===== src/rtl/multi_debouncer.sv =====
// N-channel button debouncer. Each channel has its own synchroniser, a
// press/release qualification FSM driven by a shared sampling tick, and
// registered level / press-pulse / release-pulse outputs.
// Optional auto-repeat on held buttons: define MULTI_DEBOUNCER_AUTOREPEAT_EN.
module multi_debouncer #(
   parameter int unsigned N_CH          = 4,
   parameter int unsigned SYNC_STAGES   = 2,
   parameter int unsigned PRESS_TICKS   = 3,
   parameter int unsigned RELEASE_TICKS = 2,
   parameter int unsigned REPEAT_DELAY  = 8,
   parameter int unsigned REPEAT_PERIOD = 4
) (
   input  logic            clk,
   input  logic            rst_n,
   input  logic            tick,
   input  logic [N_CH-1:0] button,
   output logic [N_CH-1:0] debounced,
   output logic [N_CH-1:0] press_p,
   output logic [N_CH-1:0] release_p
);

   localparam int unsigned CNT_MAX = (PRESS_TICKS > RELEASE_TICKS) ? PRESS_TICKS : RELEASE_TICKS;
   localparam int unsigned CW      = $clog2(CNT_MAX + 1);

   // The qualifying sample is the one arriving while cnt already holds TICKS-1.
   localparam logic [CW-1:0] PRESS_LAST   = CW'(PRESS_TICKS - 1);
   localparam logic [CW-1:0] RELEASE_LAST = CW'(RELEASE_TICKS - 1);
   localparam logic [CW-1:0] CNT_ONE      = CW'(1);

   typedef enum logic [1:0] {StIdle, StQualP, StPressed, StQualR} state_e;

   if (N_CH == 0 || SYNC_STAGES == 0 || PRESS_TICKS == 0 || RELEASE_TICKS == 0 ||
       REPEAT_DELAY == 0 || REPEAT_PERIOD == 0) begin : g_param_check
      $error("multi_debouncer: all parameters must be >= 1");
   end

   for (genvar i = 0; i < N_CH; i++) begin : g_ch
      logic [SYNC_STAGES-1:0] sync_q;
      logic                   s;
      state_e                 state_q, state_d;
      logic [CW-1:0]          cnt_q, cnt_d;
      logic                   deb_d, deb_q, press_q, rel_q;
      logic                   rep_fire;

      // Synchroniser shift chain for the asynchronous pad input
      always_ff @(posedge clk or negedge rst_n) begin
         if (!rst_n) begin
            sync_q <= '0;
         end else begin
            sync_q[0] <= button[i];
            for (int k = 1; k < SYNC_STAGES; k++) begin
               sync_q[k] <= sync_q[k-1];
            end
         end
      end

      assign s = sync_q[SYNC_STAGES-1];

      // Qualification FSM state and counter registers
      always_ff @(posedge clk or negedge rst_n) begin
         if (!rst_n) begin
            state_q <= StIdle;
            cnt_q   <= '0;
         end else begin
            state_q <= state_d;
            cnt_q   <= cnt_d;
         end
      end

      // Next-state logic; a contradicting sample aborts on any clk, ticks only advance
      always_comb begin
         state_d = state_q;
         cnt_d   = cnt_q;
         unique case (state_q)
            StIdle: begin
               if (tick && s) begin
                  if (PRESS_TICKS == 1) begin
                     state_d = StPressed;
                  end else begin
                     state_d = StQualP;
                     cnt_d   = CNT_ONE;
                  end
               end
            end
            StQualP: begin
               if (!s) begin
                  state_d = StIdle;
                  cnt_d   = '0;
               end else if (tick) begin
                  if (cnt_q == PRESS_LAST) begin
                     state_d = StPressed;
                     cnt_d   = '0;
                  end else begin
                     cnt_d = cnt_q + CNT_ONE;
                  end
               end
            end
            StPressed: begin
               if (tick && !s) begin
                  if (RELEASE_TICKS == 1) begin
                     state_d = StIdle;
                  end else begin
                     state_d = StQualR;
                     cnt_d   = CNT_ONE;
                  end
               end
            end
            StQualR: begin
               if (s) begin
                  state_d = StPressed;
                  cnt_d   = '0;
               end else if (tick) begin
                  if (cnt_q == RELEASE_LAST) begin
                     state_d = StIdle;
                     cnt_d   = '0;
                  end else begin
                     cnt_d = cnt_q + CNT_ONE;
                  end
               end
            end
            default: begin
               state_d = StIdle;
               cnt_d   = '0;
            end
         endcase
      end

      assign deb_d = (state_d == StPressed) || (state_d == StQualR);

`ifdef MULTI_DEBOUNCER_AUTOREPEAT_EN
      localparam int unsigned REP_MAX = (REPEAT_DELAY > REPEAT_PERIOD) ? REPEAT_DELAY
                                                                       : REPEAT_PERIOD;
      localparam int unsigned RW = $clog2(REP_MAX + 1);
      localparam logic [RW-1:0] DELAY_LAST  = RW'(REPEAT_DELAY - 1);
      localparam logic [RW-1:0] PERIOD_LAST = RW'(REPEAT_PERIOD - 1);
      localparam logic [RW-1:0] REP_ONE     = RW'(1);

      logic [RW-1:0] rep_q, rep_d;
      logic          first_q, first_d;  // still waiting for the first (longer) delay

      // Repeat counter registers
      always_ff @(posedge clk or negedge rst_n) begin
         if (!rst_n) begin
            rep_q   <= '0;
            first_q <= 1'b1;
         end else begin
            rep_q   <= rep_d;
            first_q <= first_d;
         end
      end

      // Count ticks only while held in PRESSED; QUAL_R pauses, a fresh press restarts
      always_comb begin
         rep_d    = rep_q;
         first_d  = first_q;
         rep_fire = 1'b0;
         if (!deb_d || !deb_q) begin
            rep_d   = '0;
            first_d = 1'b1;
         end else if (tick && state_q == StPressed && state_d == StPressed) begin
            if (rep_q == (first_q ? DELAY_LAST : PERIOD_LAST)) begin
               rep_fire = 1'b1;
               rep_d    = '0;
               first_d  = 1'b0;
            end else begin
               rep_d = rep_q + REP_ONE;
            end
         end
      end
`else
      assign rep_fire = 1'b0;
`endif

      // Registered outputs; pulses coincide with the first cycle of the new level
      always_ff @(posedge clk or negedge rst_n) begin
         if (!rst_n) begin
            deb_q   <= 1'b0;
            press_q <= 1'b0;
            rel_q   <= 1'b0;
         end else begin
            deb_q   <= deb_d;
            press_q <= (deb_d & ~deb_q) | rep_fire;
            rel_q   <= ~deb_d & deb_q;
         end
      end

      assign debounced[i] = deb_q;
      assign press_p[i]   = press_q;
      assign release_p[i] = rel_q;
   end

endmodule


===== config.mk =====
export PLATFORM = sky130hd
export DESIGN_NAME = multi_debouncer
export DESIGN_NICKNAME = d
export VERILOG_FILES = /design/src/rtl/multi_debouncer.sv
export SDC_FILE = /design/constraint.sdc
export NUM_CORES = 1
export LEC_CHECK = 0
export ABC_CLOCK_PERIOD_IN_PS = 1400
export CORE_MARGIN = 4
export CORE_UTILIZATION = 55
export DETAILED_ROUTE_END_ITERATION = 7
export GPL_TIMING_DRIVEN = 0
export PLACE_DENSITY = 0.9
export SKIP_CTS_REPAIR_TIMING = 1
export SYNTH_ARGS = -nofsm -noshare
export SYNTH_HDL_FRONTEND = slang
export SYNTH_SLANG_ARGS = --single-unit

===== constraint.sdc =====
create_clock -name clk -period 1.4 [get_ports clk]
set_input_delay 0.28 -clock clk [delete_from_list [all_inputs] [get_ports clk]]
set_output_delay 0.28 -clock clk [all_outputs]
set_load 0.005 [all_outputs]

==> summary.md <==
| Metric | Value |
|---|---|
| Worst hold path type | in2async |
| Fmax achieved | 0.733 GHz |
| Top post-synthesis cells by area | dfrtp_1 49%, buf_4 5.6%, nand2b_1 4.7% |
| Worst Tran Pin Value | 725 ps |
| First-pass iteration count of the detailed router | 4 |
| Die Area | 4140 µm² |
| Critical path required time | 1630 ps |
| Final Hold Violating Endpoints | 16 |
| Clk_skew | 4.20 ps |
| Post-DR wirelength/cell | 13.5 µm |
| Via count | 1,314 |
| R2R Path End | g_ch[1].cnt_q[0]$_DFFE_PN0P_ |
| CP max FO | 10 |
| Gr usage total | 17.9% |
| Multi-input gate area | 714 µm² |
| Failing checks | hold timing |
| Setup crit end kind | flop |
| Starting Density | 57.2% |
| Vias/cell | 5.45 |
| Synthesized cell area | 1750 µm² |
| Routed wire length | 3250 µm |
| Post-synth cell types | 40 |
| Mean post-synth cell area | 10.3 µm² |
| DR DRC count | 0 |
| Synth Register Bits | 34 |
| Nets | 204 |
| Reg-to-reg startpoint | g_ch[1].deb_q$_DFF_PN0_ |
| Height of the die | 64.4 µm |
| Clock Tree Root | clkbuf_4 |
| Vias in the first global route | 1,294 |
| Crit-path cells | clkdlybuf4s50_1 > clkbuf_4 > buf_4 > o21ai_1 > a211o_1 |
| FF/Latch Area | 852 µm² |
| Warnings, synthesis | 0 |
| Top FF cell, synth | dfrtp_1 |
| Sequential share of the synthesized area | 48.7% |
| Status | complete, but fails checks |
| Yosys top cell by area | dfrtp_1 |
| Final instance area | 2080 µm² |
| Area delta synth->final | 19.0% |
| Pin count of the biggest net entering global routing | 35 |
| Post-route antenna net violation count | 0 |
| ANT cells | 0 |
| Core ar. | 3050 µm² |
| Pwr/cell area | 1160 nW/µm² |
| Synth top cells by count | 34 x dfrtp_1, 13 x buf_4, 13 x nand2b_1 |
| Slew HR | 51.7% |
| # clock sinks | 34 |
| Maximum VDD drop | 823 µV |
| Row count | 20 |
| Detailed Route Iter0 Violations | 58 |
| WS Path Type | in2reg |
| HPWL Detailed | 2250 µm |
| Post-Syn Instances | 169 |
| Die Wd | 64.4 µm |
| Gp weighted congestion | 0.916 |
| First-pass GRT wire length | 5710 µm |
| RSZ-0062 raised after global routing | no |
| Pre-CTS WS | -350 ps |
| Reg2Reg Depth | 4 |
| Largest stage delay, worst path | 500 ps |
| Crit share post-route | 97.4% |
| Final setup vio count | 0 |
| Final Critical Period | 1360 ps |
| Critical-path top delay cell | clkdlybuf4s50_1 |
| # IOs | 19 |
| Final Max Slew Viols | 0 |
| Placed Area | 1980 µm² |
| Total power | 2400 µW |
| Final worst slack | 36.1 ps |
| Gr ovfl total | 0 |
| Worst-Skew Late Latency | 340 ps |
| Worst-path clk slew | 90 ps |
| Port Buffers | 18 |
| CP startpoint kind | input pin |
| Number of synthesized flops with an enable pin | 0 |
| R2r setup slk | 80 ps |
| Initial antenna violation count | 0 |
| Most common cell in the netlist | dfrtp_1 |
| Async S/R FF share, synth | 100% |
| Setup TNS Final | 0 ps |
| P_leak | 0.00108 µW |
| Worst hold slack | -8.47 ps |
| Maxcap violations | 0 |
| Synth top area share | 48.7% |
| Clock tree buffer depth | 2 |
| CTS tree | built |
| Total CTS buffers | 5 |
| Layout cells sized above 1 | 18.3% |
| Fill count | 254 |
| Data arrival, critical path | 1590 ps |
| Syn nets | 176 |
| Max H-tree Level | 2 |
## cell families (layout without fill, tap and decap cells)
family          Yosys count  count (layout)  synth area share, %
mux                       1               1                0.645
flops                    34              34                 48.7
xor+xnor                  4               4                 2.01
simple gates             52              52                 18.8
compound gates           48              48                 19.4
buf+inv                  30              58                 10.4
## critical path, delay by kind of cell
family	cells	cell delay, ps
buffers and inverters	3	920
AOI/OAI and AO/OA	2	390
## flip-flops by register name, indices dropped and copies added, names as in the netlist
register,flops
g_ch.deb_q,4
g_ch.sync_q,8
g_ch.press_q,4
g_ch.state_q,6
g_ch.rel_q,4
g_ch.cnt_q,8
## worst max-delay path by stage
stage	from	to	slack (ps)	depth (start not counted)
after CTS	g_ch[3].deb_q$_DFF_PN0_	debounced[3]	-370	2
after floorplan	g_ch[1].deb_q$_DFF_PN0_	g_ch[1].cnt_q[0]$_DFFE_PN0P_	170	4
after global placement	rst_n	g_ch[1].deb_q$_DFF_PN0_	-600	1
after detailed placement	tick	g_ch[1].cnt_q[0]$_DFFE_PN0P_	-350	5
final	tick	g_ch[1].cnt_q[0]$_DFFE_PN0P_	40	5
after global routing	g_ch[3].deb_q$_DFF_PN0_	debounced[3]	0.5	2
## placed cells by master, fill, tap and decap left out, types with 3 or more instances in the layout
cell and n:
dlymetal6s2s_1 12, nand4b_1 5, o32a_1 4, nand2_1 9
inv_1 5, nand3b_1 3, a31oi_1 3, clkdlybuf4s50_1 5
xnor2_1 4, a21oi_1 5, nor2_1 5, o21bai_1 5
o21ai_1 10, o2bb2ai_1 3, nand2b_1 13, and3b_1 3
o21a_1 3, o22ai_1 3, a22o_1 3, buf_2 10
clkbuf_4 6, buf_4 16, dfrtp_1 33
## where the power goes
part           switching (µW)  internal (µW)  total, µW
sequential                133           1110       1240
clock                     306            189        495
combinational             300            366        666
total                     738           1660       2400
## metrics by stage
| stage | utilization, % | cells | hold slack [ps] |
|---|---|---|---|
| finish | 68.1 | 241 | -8.47 |
| global route | 68.1 | 241 | 52.3 |
| CTS | 66.2 | 238 | 10.1 |
| detailed placement | 64.8 | 231 | 335 |
| global placement | 64.9 | 231 | 333 |
| floorplan | - | 169 | -15.6 |
## cell type report
| cell class | count | area share, % |
|---|---|---|
| sequential | 34 | 41.0 |
| tap | 44 | 2.65 |
| inverter | 6 | 1.08 |
| multi-input combinational | 105 | 34.4 |
| clock buffer | 7 | 2.17 |
| timing repair buffer | 21 | 11.0 |
| buffer | 24 | 7.77 |
## metal layers
metal  global-route usage (%)  part of all wire, %  vias to the layer above
met4                     7.39                  1.8                        0
li1                         -                    -                      647
met5                        0                    0                        -
met1                     20.0                   42                      640
met3                     5.45                  4.0                        7
met2                     31.4                   53                       20
Power figures use the tool's default switching activity.
